$ cat config.mk
export PLATFORM = sky130hd
export DESIGN_NAME = tone_sequencer
export DESIGN_NICKNAME = d
export VERILOG_FILES = /design/src/rtl/tone_pkg.sv /design/src/rtl/tone_rom.sv /design/src/rtl/tone_sequencer.sv
export SDC_FILE = /design/constraint.sdc
export NUM_CORES = 1
export LEC_CHECK = 0
export BUFFER_PORTS_ARGS = -buffer_cell sky130_fd_sc_hd__buf_2
export CAP_MARGIN = 40
export CORE_MARGIN = 4
export CORE_UTILIZATION = 60
export CTS_BUF_LIST = sky130_fd_sc_hd__clkbuf_2
export DETAILED_ROUTE_END_ITERATION = 8
export GPL_TIMING_DRIVEN = 0
export HOLD_SLACK_MARGIN = 0.15
export PLACE_DENSITY = 0.9
export SYNTH_ARGS = -nofsm -noshare
export SYNTH_HDL_FRONTEND = slang
export SYNTH_SLANG_ARGS = --single-unit
$ cat constraint.sdc
create_clock -name CLOCK_50 -period 3.5 [get_ports CLOCK_50]
set_input_delay 0.7 -clock CLOCK_50 [delete_from_list [all_inputs] [get_ports CLOCK_50]]
set_output_delay 0.7 -clock CLOCK_50 [all_outputs]
set_load 0.02 [all_outputs]
$ cat src/rtl/tone_pkg.sv
// Shared types and constants for the tone sequencer: FSM states, note table entry, half-periods.
// Latency: n/a (package). Backpressure: n/a.
package tone_pkg;

    typedef enum logic [2:0] {
        IDLE = 3'd0,
        LOAD = 3'd1,
        PLAY = 3'd2,
        GAP  = 3'd3,
        DONE = 3'd4
    } state_t;

    localparam int HP_W  = 20;
    localparam int DUR_W = 3;

    localparam logic [HP_W-1:0] HP_REST = 20'd0;
    localparam logic [HP_W-1:0] HP_C5   = 20'd47778;
    localparam logic [HP_W-1:0] HP_F5   = 20'd35793;
    localparam logic [HP_W-1:0] HP_G5   = 20'd31888;
    localparam logic [HP_W-1:0] HP_A5   = 20'd28409;
    localparam logic [HP_W-1:0] HP_C6   = 20'd23889;
    localparam logic [HP_W-1:0] HP_F6   = 20'd17896;

    typedef struct packed {
        logic [HP_W-1:0]  hp;
        logic [DUR_W-1:0] dur;
        logic             last;
    } entry_t;

    function automatic entry_t mk_entry(logic [HP_W-1:0] hp, logic [DUR_W-1:0] dur, logic last);
        entry_t e;
        e.hp   = hp;
        e.dur  = dur;
        e.last = last;
        return e;
    endfunction

endpackage

$ cat src/rtl/tone_rom.sv
// Melody table: one entry per {melody, note_idx}.
// Latency: 1 cycle (registered read).
// Backpressure: none; reads every cycle.
module tone_rom
    import tone_pkg::*;
#(
    parameter int NUM_MELODIES = 4,
    parameter int MAX_NOTES    = 8
) (
    input  logic                            CLOCK_50,
    input  logic                            reset,
    input  logic [$clog2(NUM_MELODIES)-1:0] melody,
    input  logic [$clog2(MAX_NOTES)-1:0]    note_idx,
    output entry_t                          entry
);

    // Unlisted slots read as a one-slot terminating rest so a stray index always ends cleanly.
    function automatic entry_t lookup(int m, int n);
        entry_t e;
        e = mk_entry(HP_REST, 3'd1, 1'b1);
        case (m)
            0: begin
                case (n)
                    0: e = mk_entry(HP_C5, 3'd1, 1'b0);
                    1: e = mk_entry(HP_C5, 3'd1, 1'b0);
                    2: e = mk_entry(HP_F5, 3'd1, 1'b0);
                    3: e = mk_entry(HP_F5, 3'd1, 1'b0);
                    4: e = mk_entry(HP_G5, 3'd1, 1'b0);
                    5: e = mk_entry(HP_A5, 3'd1, 1'b0);
                    6: e = mk_entry(HP_C6, 3'd1, 1'b0);
                    7: e = mk_entry(HP_F6, 3'd1, 1'b1);
                    default: ;
                endcase
            end
            1: begin
                case (n)
                    0: e = mk_entry(20'd3, 3'd2, 1'b0);
                    1: e = mk_entry(HP_REST, 3'd1, 1'b0);
                    2: e = mk_entry(20'd5, 3'd0, 1'b1);
                    default: ;
                endcase
            end
            2: e = mk_entry(20'd2, 3'd1, 1'b0);
            3: if (n == 0) e = mk_entry(20'd4, 3'd3, 1'b1);
            default: ;
        endcase
        return e;
    endfunction

    always_ff @(posedge CLOCK_50) begin
        if (reset) begin
            entry <= '0;
        end else begin
            entry <= lookup(int'(melody), int'(note_idx));
        end
    end

endmodule

$ cat src/rtl/tone_sequencer.sv
// Multi-melody square-wave tone sequencer for the audio DAC port; optional TONE_GAP_EN adds silent gaps.
// Latency: start -> first sample 2 cycles; each note 1 + dur*SLOT_TICKS cycles (+GAP_TICKS gap).
// Backpressure: none; timing runs freely and samples are dropped while audio_out_allowed is low.
module tone_sequencer
    import tone_pkg::*;
#(
    parameter int CLK_FREQ     = 50000000,
    parameter int NUM_MELODIES = 4,
    parameter int MAX_NOTES    = 8,
    parameter int SAMPLE_W     = 32,
    parameter int AMPLITUDE    = 10000000,
    parameter int SLOT_TICKS   = CLK_FREQ / 8,
    parameter int GAP_TICKS    = CLK_FREQ / 100
) (
    input  logic                            CLOCK_50,
    input  logic                            reset,
    input  logic                            start,
    input  logic [$clog2(NUM_MELODIES)-1:0] melody_sel,
    input  logic                            audio_out_allowed,
    output logic                            write_audio_out,
    output logic [SAMPLE_W-1:0]             left_channel_audio_out,
    output logic [SAMPLE_W-1:0]             right_channel_audio_out,
    output logic                            busy,
    output logic                            done,
    output logic [$clog2(MAX_NOTES)-1:0]    note_idx
);

    localparam int MEL_W  = $clog2(NUM_MELODIES);
    localparam int IDX_W  = $clog2(MAX_NOTES);
    localparam int TICK_W = $clog2(SLOT_TICKS + 1);

    localparam logic [SAMPLE_W-1:0] AMP_POS   = SAMPLE_W'(AMPLITUDE);
    localparam logic [SAMPLE_W-1:0] AMP_NEG   = -AMP_POS;
    localparam logic [TICK_W-1:0]   TICK_LAST = TICK_W'(SLOT_TICKS - 1);
    localparam logic [IDX_W-1:0]    IDX_LAST  = IDX_W'(MAX_NOTES - 1);

    if (NUM_MELODIES < 2 || MAX_NOTES < 2 || SLOT_TICKS < 1 || GAP_TICKS < 1 ||
        CLK_FREQ < 1 || SAMPLE_W < 2) begin : g_param_check
        $error("tone_sequencer: invalid parameter set");
    end

    state_t             state;
    logic [MEL_W-1:0]   melody;
    logic [HP_W-1:0]    hp;
    logic [HP_W-1:0]    hp_cnt;
    logic [DUR_W-1:0]   slot_cnt;
    logic [TICK_W-1:0]  tick_cnt;
    logic               phase;
    logic               last;
    logic [SAMPLE_W-1:0] sample;

    entry_t             rom_entry;
    logic [MEL_W-1:0]   rom_mel;
    logic [IDX_W-1:0]   rom_idx;

    logic tick_wrap;
    logic hp_wrap;
    logic note_end;
    logic final_note;

    assign tick_wrap  = (tick_cnt == TICK_LAST);
    assign hp_wrap    = (hp != HP_REST) && (hp_cnt == hp - HP_W'(1));
    assign note_end   = (state == PLAY) && tick_wrap && (slot_cnt == '0);
    assign final_note = last || (note_idx == IDX_LAST);

    // ROM address looks one cycle ahead so the entry is ready in LOAD.
    assign rom_mel = (state == IDLE) ? melody_sel : melody;
    always_comb begin
        rom_idx = note_idx;
        if (state == IDLE) begin
            rom_idx = '0;
        end else if (note_end) begin
            rom_idx = note_idx + IDX_W'(1);
        end
    end

    tone_rom #(
        .NUM_MELODIES (NUM_MELODIES),
        .MAX_NOTES    (MAX_NOTES)
    ) u_rom (
        .CLOCK_50 (CLOCK_50),
        .reset    (reset),
        .melody   (rom_mel),
        .note_idx (rom_idx),
        .entry    (rom_entry)
    );

`ifdef TONE_GAP_EN
    localparam int GAP_W = $clog2(GAP_TICKS + 1);
    localparam logic [GAP_W-1:0] GAP_LAST = GAP_W'(GAP_TICKS - 1);
    logic [GAP_W-1:0] gap_cnt;

    always_ff @(posedge CLOCK_50) begin
        if (reset) begin
            gap_cnt <= '0;
        end else if (state == GAP) begin
            gap_cnt <= gap_cnt + GAP_W'(1);
        end else begin
            gap_cnt <= '0;
        end
    end
`endif

    always_ff @(posedge CLOCK_50) begin
        if (reset) begin
            state    <= IDLE;
            melody   <= '0;
            note_idx <= '0;
            hp       <= '0;
            last     <= 1'b0;
            slot_cnt <= '0;
            tick_cnt <= '0;
            hp_cnt   <= '0;
            phase    <= 1'b0;
            sample   <= '0;
            done     <= 1'b0;
        end else begin
            done   <= 1'b0;
            sample <= '0;
            case (state)
                IDLE: begin
                    if (start) begin
                        melody   <= melody_sel;
                        note_idx <= '0;
                        state    <= LOAD;
                    end
                end
                LOAD: begin
                    hp       <= rom_entry.hp;
                    last     <= rom_entry.last;
                    slot_cnt <= (rom_entry.dur == '0) ? '0 : rom_entry.dur - DUR_W'(1);
                    tick_cnt <= '0;
                    hp_cnt   <= '0;
                    phase    <= 1'b1;
                    sample   <= (rom_entry.hp != HP_REST) ? AMP_POS : '0;
                    state    <= PLAY;
                end
                PLAY: begin
                    tick_cnt <= tick_wrap ? '0 : tick_cnt + TICK_W'(1);
                    if (tick_wrap && slot_cnt != '0) begin
                        slot_cnt <= slot_cnt - DUR_W'(1);
                    end
                    if (hp_wrap) begin
                        hp_cnt <= '0;
                        phase  <= ~phase;
                    end else if (hp != HP_REST) begin
                        hp_cnt <= hp_cnt + HP_W'(1);
                    end
                    if (note_end) begin
                        if (final_note) begin
                            done  <= 1'b1;
                            state <= DONE;
                        end else begin
                            note_idx <= note_idx + IDX_W'(1);
`ifdef TONE_GAP_EN
                            state    <= GAP;
`else
                            state    <= LOAD;
`endif
                        end
                    end else if (hp != HP_REST) begin
                        // Sample tracks the phase value that this edge produces.
                        sample <= (phase ^ hp_wrap) ? AMP_POS : AMP_NEG;
                    end
                end
`ifdef TONE_GAP_EN
                GAP: begin
                    if (gap_cnt == GAP_LAST) begin
                        state <= LOAD;
                    end
                end
`endif
                DONE: state <= IDLE;
                default: state <= IDLE;
            endcase
        end
    end

    assign busy                    = (state != IDLE);
    assign write_audio_out         = audio_out_allowed & ((state == PLAY) | (state == GAP));
    assign left_channel_audio_out  = sample;
    assign right_channel_audio_out = sample;

endmodule

== Yosys cells after proc, flatten, opt, wreduce, memory -nomap -nowiden ==
Memories as Yosys holds them, arrays and structs flattened.
Index checks and enable logic that the tools add are counted.
Widths: inputs -> output; s select.
Storage, ports and cells
  ROM bits: 128
  memories: 1
  register bits after elaboration: 133
Operators by class
  equality and inequality tests: 17
  $add $sub $neg: 6
  bitwise gates (word level): 6
  multiplexer cells: 30
  reductions and logical operators: 24
Memory list
  (no name shown): words 8, bits a word 16, rd ports 1, clocked after Yosys merged registers in 0, write ports 0, line tone_rom.sv:23  | case (n)
Operator list (number)
  $mux 32: 3
  $pmux 24 s4: 1
  $pmux 32 s2: 1
  $pmux 23 s2: 1
  $mux 20: 2
  $pmux 20 s2: 1
  $reduce_bool 20->1: 2
  $mux 3: 10
  $mux 24: 1
  $add 23x1->23 const B: 1
  $eq 23x23->1 const B: 1
  $mux 23: 1
  $pmux 7 s3: 1
  $add 20x1->20 const B: 1
  $eq 20x20->1: 1
  $sub 20x1->20 const B: 1
  $logic_not 3->1: 5
  $pmux 3 s2: 2
  $reduce_and 2->1: 5
  $eq 3x2->1 const B: 3
  $pmux 3 s3: 1
  $ne 2x2->1 const B: 4
  $mux 7: 1
  $eq 3x1->1 const B: 2
  other kinds (21): 31

== Longest topological paths before layout ==
  depth in word-level cells: 8
  depth in mapped cells: 13

== Cells and area by module ==
A second synthesis with hierarchy kept.
Unflattened totals
  cells, all modules: 747
  area total of the unflattened synthesis: 5809.3 µm²
Modules (own cells, without submodules)
  tone_sequencer: area an instance 5062.4 µm², times used 1, cells an instance 673
  tone_rom: area an instance 747.0 µm², times used 1, cells an instance 74

== Worst setup path before layout ==
No wires, ideal clock.
  path type: register -> register
  from: register hp[0]
  to: register sample[23], in the netlist left_channel_audio_out[23]
  cell stages (with the launch flop): 13
  required time: 3.373 ns
  slack: 0.456 ns
  arrival time: 2.917 ns
  cell sequence: dfxtp_1 > inv_1 > ha_1 > nor3b_1 > clkbuf_1 > nand3b_1 > xnor2_1 > nor3_1 > nand3_1 > or4_1 > buf_2 > nor4bb_1 > or3_1
On the way
  longest elaborated chain between the ends: 8
  elaborated cells on any way between the ends: 9
RTL lines
  start, declared: line tone_sequencer.sv:44  | logic [HP_W-1:0] hp;
  start signal, assigned: line tone_sequencer.sv:129  | hp <= rom_entry.hp;
  $sub 20x1->20: line tone_sequencer.sv:62  | assign hp_wrap = (hp != HP_REST) && (hp_cnt == hp - HP_W'(1));
  $eq 20x20->1: line tone_sequencer.sv:62
  $logic_and 1x1->1: line tone_sequencer.sv:62
  $xor 1x1->1: line tone_sequencer.sv:163  | sample <= (phase ^ hp_wrap) ? AMP_POS : AMP_NEG;
  $mux 32: line tone_sequencer.sv:163
  $mux 32 *: line tone_sequencer.sv:161  | end else if (hp != HP_REST) begin
  $mux 32 *: line tone_sequencer.sv:149  | if (note_end) begin
  $pmux 32 s2 *: line tone_sequencer.sv:120  | case (state)
  end signal, assigned: line tone_sequencer.sv:135  | sample <= (rom_entry.hp != HP_REST) ? AMP_POS : '0;
  end signal, assigned: line tone_sequencer.sv:163
  end, declared: line tone_sequencer.sv:50  | logic [SAMPLE_W-1:0] sample;
Every way passes the cells marked *; elsewhere a longest branch is shown, timed or not.
A chain may end at the register's enable or synchronous reset.

== Worst setup path in the final report ==
  from: register tick_cnt[4]
  to: register u_rom.entry[1] (netlist bit)
On the way
  longest elaborated chain between the ends: 8
  elaborated cells on any way between the ends: 10
RTL lines
  start, declared: line tone_sequencer.sv:47  | logic [TICK_W-1:0] tick_cnt;
  start signal, assigned: line tone_sequencer.sv:139  | tick_cnt <= tick_wrap ? '0 : tick_cnt + TICK_W'(1);
  $eq 23x23->1 *: line tone_sequencer.sv:61  | assign tick_wrap = (tick_cnt == TICK_LAST);
  $logic_and 1x1->1 * (2 in series): line tone_sequencer.sv:63  | assign note_end = (state == PLAY) && tick_wrap && (slot_cnt == '0);
  $mux 3 *: line tone_sequencer.sv:72  | end else if (note_end) begin
  $mux 3 *: line tone_sequencer.sv:70  | if (state == IDLE) begin
  $eq 3x2->1, or another cell as far along: line tone_rom.sv:36  | case (n)
  $pmux 7 s3 *: line tone_rom.sv:36
  $pmux 24 s4 *: line tone_rom.sv:21  | case (m)
  end signal, assigned: line tone_rom.sv:54  | entry <= lookup(int'(melody), int'(note_idx));
  end, declared: line tone_rom.sv:14  | output entry_t entry
Every way passes the cells marked *; elsewhere a longest branch is shown, timed or not. The select of a mux whose other input is x is not followed.

==> impl_metrics.json <==
{
  "grt-busiest-layer": "met2",
  "routed_wl_mm": 13.8,
  "grtUsageMet2": 0.442,
  "final_hold_viol_count": 0,
  "io_pins": 76,
  "postRouteAntennaNets": 0,
  "synth_fa_ha_area_frac": 0.0321,
  "p_per_area_mw_per_mm2": 348,
  "antenna_found_initial": 0,
  "die_area_mm2": 0.0107,
  "clk_pin_slew_worst_paths_ns": 0.26,
  "cts.sinks": 93,
  "dp.final_hpwl_mm": 10.1,
  "setup_viol": 0,
  "cts_max_level": 3,
  "drc": 0,
  "cts_tree": "yes",
  "cp.arrival_ns": 3.77,
  "yosys.area.top_type": "dfxtp_1",
  "start_kind": "flip-flop",
  "critPathCaptureType": "flip-flop",
  "layout_commonest_cell": "nand2_1",
  "route.vias.total": 5418,
  "clk_latency_ns": 0.57,
  "antenna_cells": 0,
  "synthXorXnorAreaFrac": 0.0513,
  "grt-ovfl-total": 0,
  "max_slew_margin": 0.353,
  "total_power_mw": 2.14,
  "synth.area.top_cells": "dfxtp_1 (34%), buf_4 (8.4%), nand2_1 (7.1%)",
  "p_leak_nw": 2.52,
  "status": "finished clean",
  "drt_first_pass_iters": 5,
  "synth_edf_count": 0,
  "synth_cell_types": 53,
  "io_buffers": 61,
  "final_cell_mix": "nand2_1 (103), dfxtp_1 (93), nor2_1 (71)",
  "gp_congestion": 0.945,
  "fill_cells": 692,
  "use_met1": 0.320,
  "die_h_um": 103,
  "ys_seq_area_frac": 0.341,
  "yosysWarnings": 0,
  "synthArstFlopShare": 0,
  "drt_iter0_markers": 355,
  "area_delta_synth_final_pct": 12.5,
  "synth_top_area_share": 0.341,
  "cp_data_required_time_ns": 4.01,
  "maxSlewViolCount": 0,
  "syn-mean-instance-area_um2": 7.60,
  "clockBufferDepth": 2,
  "fin_setup_tns_ns": 0,
  "core_mm2": 0.00881,
  "rsz0062_at_grt": "false",
  "synth_top_family_by_area": "simple AND/OR/NAND/NOR gates",
  "grt_use_total": 0.263,
  "rows": 34,
  "critPathMaxStageDelay_ns": 0.54,
  "critical_path.most_common_cell": "nor2_1",
  "synth_mux_area_frac": 0.0188,
  "drive_gt1_frac": 0.195,
  "fin_worst_skew_ns": 0.0197,
  "synthFlopType": "dfxtp_1",
  "grt_pass1_wl_mm": 22.6,
  "crit_chain": "or4_1 > nor2_1 > nand4_1 > nor3_2 > mux2i_1 > nor2_1 > inv_1 > ha_1 > o21ai_0 > nor3_1 > a21oi_1",
  "via_per_inst": 5.91,
  "ys_ff_latch": 93,
  "cts_inserted_buffers": 9,
  "synth_compound_gate_area_share": 0.142,
  "cp_slowest_cell": "or4_1",
  "ir_drop_v": 0.000226,
  "fmax_mhz": 307,
  "final.min_clock_period_ns": 3.26,
  "wl_per_cell_um": 15.0,
  "hold_class": "in2reg",
  "cap_viol_max_count": 0,
  "die_width_um": 103,
  "nets": 824,
  "yosys.area_share.simple": 0.292,
  "grt_max_degree": 35,
  "met3_usage": 0.0510,
  "grt_pass1_vias": 5018,
  "initial_core_util": 0.620,
  "criticalPathCategory": "reg2reg",
  "finalCritPeriodShare": 0.932,
  "syn-cell-area_mm2": 0.00546,
  "worst_pin_slew_ns": 0.963,
  "cp_max_fo": 7,
  "root_buffer": "clkbuf_2",
  "synth_cells": 718
}
## Yosys cell counts, drive strengths merged, types with 5 or more instances
cell type / instances
nor2: 71
o311ai: 6
a21oi: 50
nor4: 10
or2: 5
mux2i: 8
xor2: 16
a211oi: 6
nand4: 18
clkbuf: 31
nand3: 33
inv: 12
buf: 70
and3: 8
nor3: 31
or4: 7
a31oi: 11
or3: 11
a311oi: 7
xnor2: 16
o21ai: 27
nand2: 103
nand3b: 6
o211ai: 5
dfxtp: 93
ha: 14
a22oi: 5
## sequential cells by signal, indices dropped and copies added, names as in the netlist, 3 cells and up
name,flops
hp_cnt,20
u_rom.entry,18
tick_cnt,23
slot_cnt,3
hp,15
note_idx,3
state,3
left_channel_audio_out,3
## cells by family (layout without fill, tap and decap cells)
| group | after synthesis | in the layout |
|---|---|---|
| AOI/OAI and AO/OA | 128 | 128 |
| xor gates and xnor gates | 32 | 32 |
| adders and majority gates | 14 | 14 |
| buffers and inverters | 113 | 191 |
| DFF | 93 | 93 |
| muxes | 10 | 10 |
| other | 1 | 14 |
| and+or+nand+nor | 327 | 327 |
## repair_timing
item / in CTS / in global routing
gates cloned: 0 / 0
setup endpoints to repair: 7 / 22
buffers inserted: 0 / 0
hold buffers: 0 / 0
gates resized for setup: 1 / 4
## per-layer routing
layer | routed length (µm) | part of all wire | up-vias
li1 | - | - | 2623
met1 | 5570 | 0.40 | 2469
met2 | 6540 | 0.47 | 268
met3 | 1180 | 0.086 | 58
met4 | 508 | 0.037 | 0
met5 | 0 | 0 | -
## metrics by stage
step | hold slack, ns | cells | util | setup slack, ns | cell area, µm²
after detailed placement | 0.449 | 901 | 0.677 | 0.0358 | 5960
final | 0.357 | 917 | 0.698 | 0.238 | 6140
after global placement | 0.429 | 900 | 0.676 | 0.0505 | 5950
after CTS | 0.349 | 917 | 0.696 | 0.112 | 6130
after global routing | 0.336 | 917 | 0.698 | 0.0301 | 6140
after floorplan | 0.417 | 731 | - | 0.456 | 5510
## path summary, 6_finish.rpt
path | start | end | slack (ns) | cells after the start
setup / recovery | tick_cnt[4] | u_rom.entry[1] | 0.24 | 11
hold / removal | melody_sel[1] | melody[1] | 0.36 | 3
setup reg to reg | tick_cnt[4] | u_rom.entry[1] | 0.24 | 11
hold reg to reg | u_rom.entry[8] | hp[4] | 0.48 | 2
## cell type report
type                            instances  area (µm²)  share of cell area
Sequential cell                        93        1860               0.303
Tap cell                              108         135              0.0220
Clock buffer                            9        45.0             0.00733
Multi-Input combinational cell        525        2990               0.487
Inverter                               12        45.0             0.00733
Buffer                                101         627               0.102
Clock inverter                          7         119              0.0193
Timing Repair Buffer                   62         320              0.0521
## power by group
| part | leakage, nW | internal [mW] | total (mW) | switching (mW) |
|---|---|---|---|---|
| Sequential | 0.753 | 1.09 | 1.11 | 0.0194 |
| Combinational | 1.68 | 0.128 | 0.341 | 0.213 |
| Clock | 0.0906 | 0.310 | 0.688 | 0.378 |
| Total | 2.52 | 1.53 | 2.14 | 0.610 |
## critical path: cells and delay by family (launching register included)
family / cells / cell delay (ns)
mux: 1 / 0.14
flops: 1 / 0.43
simple gates: 6 / 1.68
buf+inv: 1 / 0.25
compound gates: 2 / 0.42
fa+ha+maj: 1 / 0.30
Power figures use the tool's default switching activity.
